## src/rtl/permute_engine_if.sv

```systemverilog
// Slice stream bundle for permute_engine: one valid/ready input stream
// and one valid/ready output stream of 25-bit 5x5 planes.
interface permute_engine_if;
  logic        in_valid;
  logic        in_ready;
  logic [24:0] in_slice;
  logic        out_valid;
  logic        out_ready;
  logic [24:0] out_slice;

  modport master (
    output in_valid, in_slice, out_ready,
    input  in_ready, out_valid, out_slice
  );

  modport slave (
    input  in_valid, in_slice, out_ready,
    output in_ready, out_valid, out_slice
  );
endinterface

```

## src/rtl/permute_engine.sv

```systemverilog
// Buffered 5x5 plane permute engine: load a frame, permute every slice
// a programmable number of passes in place, then stream it out.
module permute_engine #(
  parameter int DEPTH  = 64,
  parameter int CNT_W  = 7,
  parameter int PASS_W = 3
) (
  input  logic              clk,
  input  logic              rst,
  input  logic              start,
  input  logic [1:0]        mode,
  input  logic [PASS_W-1:0] passes,
  permute_engine_if.slave   io,
  output logic [CNT_W-1:0]  slice_idx,
  output logic              busy,
  output logic              done
);

  localparam int AW = (DEPTH > 1) ? $clog2(DEPTH) : 1;
  localparam logic [CNT_W-1:0] LAST = CNT_W'(DEPTH - 1);

  typedef enum logic [1:0] {
    IDLE,
    LOAD,
    PERM,
    DRAIN
  } state_t;

  function automatic logic [24:0] pi_f(input logic [24:0] s);
    logic [24:0] r;
    r = '0;
    for (int u = 0; u < 5; u++)
      for (int v = 0; v < 5; v++)
        r[u + 5*v] = s[((u + 3*v) % 5) + 5*u];
    return r;
  endfunction

  function automatic logic [24:0] ipi_f(input logic [24:0] s);
    logic [24:0] r;
    r = '0;
    for (int u = 0; u < 5; u++)
      for (int v = 0; v < 5; v++)
        r[u + 5*v] = s[v + 5*((2*u + 3*v) % 5)];
    return r;
  endfunction

  function automatic logic [24:0] perm_f(
    input logic [1:0]  m,
    input logic [24:0] s
  );
    logic [24:0] r;
    unique case (m)
      2'd1:    r = pi_f(s);
      2'd2:    r = ipi_f(s);
      default: r = s;
    endcase
    return r;
  endfunction

  state_t            state_q, state_d;
  logic [1:0]        mode_q, mode_d;
  logic [PASS_W-1:0] passes_q, passes_d;
  logic [PASS_W-1:0] pass_q, pass_d;
  logic [CNT_W-1:0]  idx_q, idx_d;
  logic [CNT_W-1:0]  nxt_idx;
  logic              in_ready_q, in_ready_d;
  logic              out_valid_q, out_valid_d;
  logic [24:0]       out_slice_q, out_slice_d;
  logic              busy_q, busy_d;
  logic              done_q, done_d;
  logic              buf_we;
  logic [24:0]       buf_wd;
  logic [24:0]       buf_q [DEPTH];

  assign nxt_idx = idx_q + CNT_W'(1);

  always_comb begin
    state_d     = state_q;
    mode_d      = mode_q;
    passes_d    = passes_q;
    pass_d      = pass_q;
    idx_d       = idx_q;
    in_ready_d  = in_ready_q;
    out_valid_d = out_valid_q;
    out_slice_d = out_slice_q;
    done_d      = 1'b0;
    buf_we      = 1'b0;
    buf_wd      = io.in_slice;
    unique case (state_q)
      IDLE: begin
        if (start) begin
          state_d    = LOAD;
          mode_d     = mode;
          passes_d   = passes;
          pass_d     = '0;
          idx_d      = '0;
          in_ready_d = 1'b1;
        end
      end
      LOAD: begin
        if (io.in_valid && in_ready_q) begin
          buf_we = 1'b1;
          if (idx_q == LAST) begin
            idx_d      = '0;
            in_ready_d = 1'b0;
            state_d    = (passes_q != '0) ? PERM : DRAIN;
          end else begin
            idx_d = nxt_idx;
          end
        end
      end
      PERM: begin
        buf_we = 1'b1;
        buf_wd = perm_f(mode_q, buf_q[idx_q[AW-1:0]]);
        if (idx_q == LAST) begin
          idx_d = '0;
          if (pass_q == passes_q - PASS_W'(1)) begin
            pass_d  = '0;
            state_d = DRAIN;
          end else begin
            pass_d = pass_q + PASS_W'(1);
          end
        end else begin
          idx_d = nxt_idx;
        end
      end
      DRAIN: begin
        if (!out_valid_q) begin
          out_slice_d = buf_q[idx_q[AW-1:0]];
          out_valid_d = 1'b1;
        end else if (io.out_ready) begin
          if (idx_q == LAST) begin
            idx_d       = '0;
            out_valid_d = 1'b0;
            done_d      = 1'b1;
            state_d     = IDLE;
          end else begin
            // keep the stream at full rate by presenting the next slice now
            idx_d       = nxt_idx;
            out_slice_d = buf_q[nxt_idx[AW-1:0]];
          end
        end
      end
      default: state_d = IDLE;
    endcase
    busy_d = (state_d != IDLE);
  end

  always_ff @(posedge clk) begin
    if (rst) begin
      state_q     <= IDLE;
      mode_q      <= '0;
      passes_q    <= '0;
      pass_q      <= '0;
      idx_q       <= '0;
      in_ready_q  <= 1'b0;
      out_valid_q <= 1'b0;
      out_slice_q <= '0;
      busy_q      <= 1'b0;
      done_q      <= 1'b0;
    end else begin
      state_q     <= state_d;
      mode_q      <= mode_d;
      passes_q    <= passes_d;
      pass_q      <= pass_d;
      idx_q       <= idx_d;
      in_ready_q  <= in_ready_d;
      out_valid_q <= out_valid_d;
      out_slice_q <= out_slice_d;
      busy_q      <= busy_d;
      done_q      <= done_d;
    end
  end

  always_ff @(posedge clk) begin
    if (buf_we) buf_q[idx_q[AW-1:0]] <= buf_wd;
  end

  assign io.in_ready  = in_ready_q;
  assign io.out_valid = out_valid_q;
  assign io.out_slice = out_slice_q;
  assign slice_idx    = idx_q;
  assign busy         = busy_q;
  assign done         = done_q;

endmodule

```

## src/flat_wrapper.sv

```systemverilog
// flat-port wrapper written by rule: the top's interface ports become plain ports
module permute_engine_flat 
#(
  parameter int DEPTH  = 64,
  parameter int CNT_W  = 7,
  parameter int PASS_W = 3
)
  (clk, rst, start, mode, passes, slice_idx, busy, done, io_in_valid, io_in_slice, io_out_ready, io_in_ready, io_out_valid, io_out_slice);
  permute_engine_if io_i ();
  input  logic clk;
  input  logic rst;
  input  logic start;
  input  logic [1:0] mode;
  input  logic [PASS_W-1:0] passes;
  output logic [CNT_W-1:0] slice_idx;
  output logic busy;
  output logic done;
  input wire logic [$bits(io_i.in_valid)-1:0] io_in_valid;
  input wire logic [$bits(io_i.in_slice)-1:0] io_in_slice;
  input wire logic [$bits(io_i.out_ready)-1:0] io_out_ready;
  output wire logic [$bits(io_i.in_ready)-1:0] io_in_ready;
  output wire logic [$bits(io_i.out_valid)-1:0] io_out_valid;
  output wire logic [$bits(io_i.out_slice)-1:0] io_out_slice;
  assign io_i.in_valid = io_in_valid;
  assign io_i.in_slice = io_in_slice;
  assign io_i.out_ready = io_out_ready;
  assign io_in_ready = io_i.in_ready;
  assign io_out_valid = io_i.out_valid;
  assign io_out_slice = io_i.out_slice;
  permute_engine #(.DEPTH(DEPTH), .CNT_W(CNT_W), .PASS_W(PASS_W)) u_core (.clk(clk), .rst(rst), .start(start), .mode(mode), .passes(passes), .io(io_i), .slice_idx(slice_idx), .busy(busy), .done(done));
endmodule
```

## config.mk

```make
export PLATFORM = sky130hd
export DESIGN_NAME = permute_engine_flat
export DESIGN_NICKNAME = d
export VERILOG_FILES = /design/src/rtl/permute_engine_if.sv /design/src/rtl/permute_engine.sv /design/src/flat_wrapper.sv
export SDC_FILE = /design/constraint.sdc
export NUM_CORES = 2
export LEC_CHECK = 0
export ABC_CLOCK_PERIOD_IN_PS = 6000
export BUFFER_PORTS_ARGS = -buffer_cell sky130_fd_sc_hd__buf_2
export CAP_MARGIN = 20
export CORE_ASPECT_RATIO = 0.5
export CORE_UTILIZATION = 25
export CTS_CLUSTER_DIAMETER = 40
export DETAILED_ROUTE_END_ITERATION = 6
export SYNTH_ARGS = -nofsm -noshare
export SYNTH_HDL_FRONTEND = slang
export SYNTH_SLANG_ARGS = --single-unit
export TNS_END_PERCENT = 1
```

## constraint.sdc

```tcl
create_clock -name clk -period 6 [get_ports clk]
set_input_delay 1.2 -clock clk [delete_from_list [all_inputs] [get_ports clk]]
set_output_delay 1.2 -clock clk [all_outputs]
set_load 0.005 [all_outputs]
```

==> flow_metrics.tcl <==
set metrics [dict create \
    firstDrtPassIters 7 \
    cts_buffers 222 \
    synth_top_family_by_area "multiplexers" \
    core-area_um2 306000 \
    syn-cell-area_um2 77300 \
    synth_xor_area_frac 0.00125 \
    top_level_ports 71 \
    final_hold_viol_count 0 \
    rrSetupSlack_ps 980 \
    synth_fa_ha_area_frac 0.00162 \
    first_global_vias 47100 \
    power_density_nw_per_um2 416 \
    worst_pin_slew_ps 1250 \
    dp_slack_ps 1220 \
    ys_top_cells_by_count "1600 x edfxtp_1, 791 x mux4_2, 253 x nand2_1" \
    synth-simple-area-share 0.0357 \
    clock_skew_ps 61.8 \
    die_x_um 788 \
    outcome "complete, no violations" \
    fp.dieArea_um2 312000 \
    peakVddDrop_mv 0.311 \
    worstHoldStart "u_core.passes_q[2]" \
    min_to "u_core.passes_q[2]" \
    crit_type "reg2reg" \
    crit_path_max_fanout 40 \
    critPathCaptureType "flip-flop" \
    hold_path_class "reg2reg" \
    multi_input_area_um2 27200 \
    synth_enable_flop_cells 1600 \
    cts.sinks 1652 \
    synthFlopType "edfxtp_1" \
    start_kind "flip-flop" \
    synth_seq_cells 1652 \
    total_power_mw 38.3 \
    rr_endpoint "u_core.buf_q[8][3]" \
    syn_to_final_growth_pct 19.2 \
    post_cts_buffers 0 \
    grtUsageTotal 0.177 \
    p_leak_nw 27.5 \
    cts_resized 0 \
    rsz0062_at_grt "no" \
    finalWorstSetupSlack_ps 983 \
    io_buffers 70 \
    yosysTopAreaCell "edfxtp_1" \
    drt_iter0_markers 7696 \
    cp.required_ps 6520 \
    fill_cells 29600 \
    synth_top_area_frac 0.622 \
    setup_violations 0 \
    gp_congestion 0.905 \
    vias 48000 \
    antenna_found_initial 22 \
    grt_remaining_overflow 0 \
    cts_tree "done" \
    die_h_um 395 \
    fmax_mhz 199 \
    start_util 0.253 \
    ys_seq_area_frac 0.635 \
    yosysUniqueCellTypes 74 \
    period_minus_slack_ps 5020 \
    finalSetupTns_ps 0 \
    syn_nets 4100 \
    cts-root-buf "clkbuf_16" \
    routedWlPerCell_um 33.2 \
    hold_buffers 0 \
    yosys-mux-area-fraction 0.263 \
    slew_violations 0 \
    stdcell_count 8549 \
    grt_pass1_wl_mm 389 \
    maxCapViolations 0 \
    layout-drive-gt1-share 0.363 \
    slew-limit-headroom 0.163 \
    synth_area_per_cell_um2 19.1 \
    dp_hpwl_mm 182 \
    viasPerCell 5.62 \
    syn_inst 4055 \
    final_nets 4334 \
    grt_max_degree 122 \
    routed_wl_mm 284 \
    fp-row-count 143 \
    worstPathArrival_ps 5540 \
    cts_buffer_depth 3 \
    worstRegToRegCells 9 \
    worst_hold_path.num_cells 2 \
    seq_area_um2 49100 \
    fin_crit_sh 0.836 \
    final_antenna_net_count 0 \
    cts_max_level 4 \
    synthArstFlopShare 0 \
    placed_cells 8122 \
    path_clk_slew_ps 60 \
    drc 0 \
    yosysWarnings 0 \
    yosysMostFrequentCell "edfxtp_1" \
    synth_compound_gate_area_share 0.0392 \
    clk_latency_ps 870 \
    ys_top_cells_by_area "edfxtp_1 62%, mux4_2 23%, mux2i_1 2.6%" \
]
[layer usage]
layer	global-route usage	up-vias	share of wire
met1	0.228	25600	0.37
met4	0.0932	12	0.061
met3	0.0543	760	0.13
met2	0.267	3757	0.44
met5	0	-	0.00074
li1	-	18000	-
[worst max-delay path by stage]
stage / to / slack, ps / cells past startpoint
final: u_core.buf_q[8][3] / 980 / 9
after detailed placement: u_core.buf_q[23][19] / 1220 / 9
after floorplan: u_core.buf_q[0][4] / 480 / 11
after global routing: u_core.buf_q[20][19] / 960 / 9
after CTS: u_core.buf_q[21][19] / 1210 / 9
after global placement: u_core.buf_q[22][19] / 1200 / 9
[cell type report]
cell class / count / area share
clock inverter: 162 / 0.0219
clock buffer: 258 / 0.0626
timing repair buffer: 325 / 0.0313
antenna: 4 / 0.000109
tap: 4060 / 0.0551
multi-input combinational: 2071 / 0.295
sequential: 1652 / 0.533
inverter: 17 / 0.000692
[cells in the final DEF, fill, tap and decap left out, types with 19 or more instances in the layout]
cell and count:
clkinv_1 20, nand3_1 51, clkbuf_16 223, a22oi_1 57, o21ai_0 42, clkinv_4 19
nand2_1 253, a221oi_1 23, nor3_1 20, nor2_4 76, and3_1 39, buf_2 71
a311oi_1 25, clkbuf_1 29, mux2i_1 204, inv_6 25, dfxtp_1 45, o22ai_1 71
buf_12 46, nor2b_1 23, a21oi_1 43, mux4_2 791, clkinv_2 20, edfxtp_1 1600
buf_4 204, bufinv_16 30, nor2_1 73, clkinvlp_4 25, a31oi_1 19
[kinds of logic (layout without fill, tap and decap cells)]
group | Yosys count | count (layout)
adder cells (fa/ha/maj) | 10 | 10
XOR/XNOR | 11 | 11
AO/OA/AOI/OAI | 419 | 419
AND/OR/NAND/NOR | 611 | 611
other | 0 | 4
buffers and inverters | 332 | 762
multiplexers | 1020 | 1020
flip-flops | 1652 | 1652
[worst max-delay path, cell delays in order, from the launching register on]
cell and delay, ps:
dfxtp_4 1000, buf_12 410, mux4_2 560, a22oi_1 190, nand2_1 120, a21oi_1 620
o2bb2ai_1 340, a221oi_1 670, a311oi_4 260, buf_4 370
[where the power goes]
part | internal [mW] | switching (mW)
Sequential | 14.1 | 0.204
Combinational | 4.28 | 5.97
Clock | 8.31 | 5.50
Total | 26.7 | 11.7
[registers in the layout, indices dropped and copies added, names as in the netlist, named ones only]
register	count
u_core.buf_q	1600
u_core.busy	1
u_core.done	1
u_core.io.in_ready	1
u_core.io.out_slice	25
u_core.io.out_valid	1
u_core.mode_q	2
u_core.pass_q	3
u_core.passes_q	3
u_core.slice_idx	7
u_core.state_q	2
[per-stage QoR]
stage	utilization	hold slack, ps	instance area, µm²
final	0.302	459	92200
after CTS	0.301	465	92100
after global routing	0.302	493	92200
after global placement	0.276	454	84300
after detailed placement	0.276	459	84300
after floorplan	-	436	77300
Note: power is estimated with default switching activity, not from simulation.
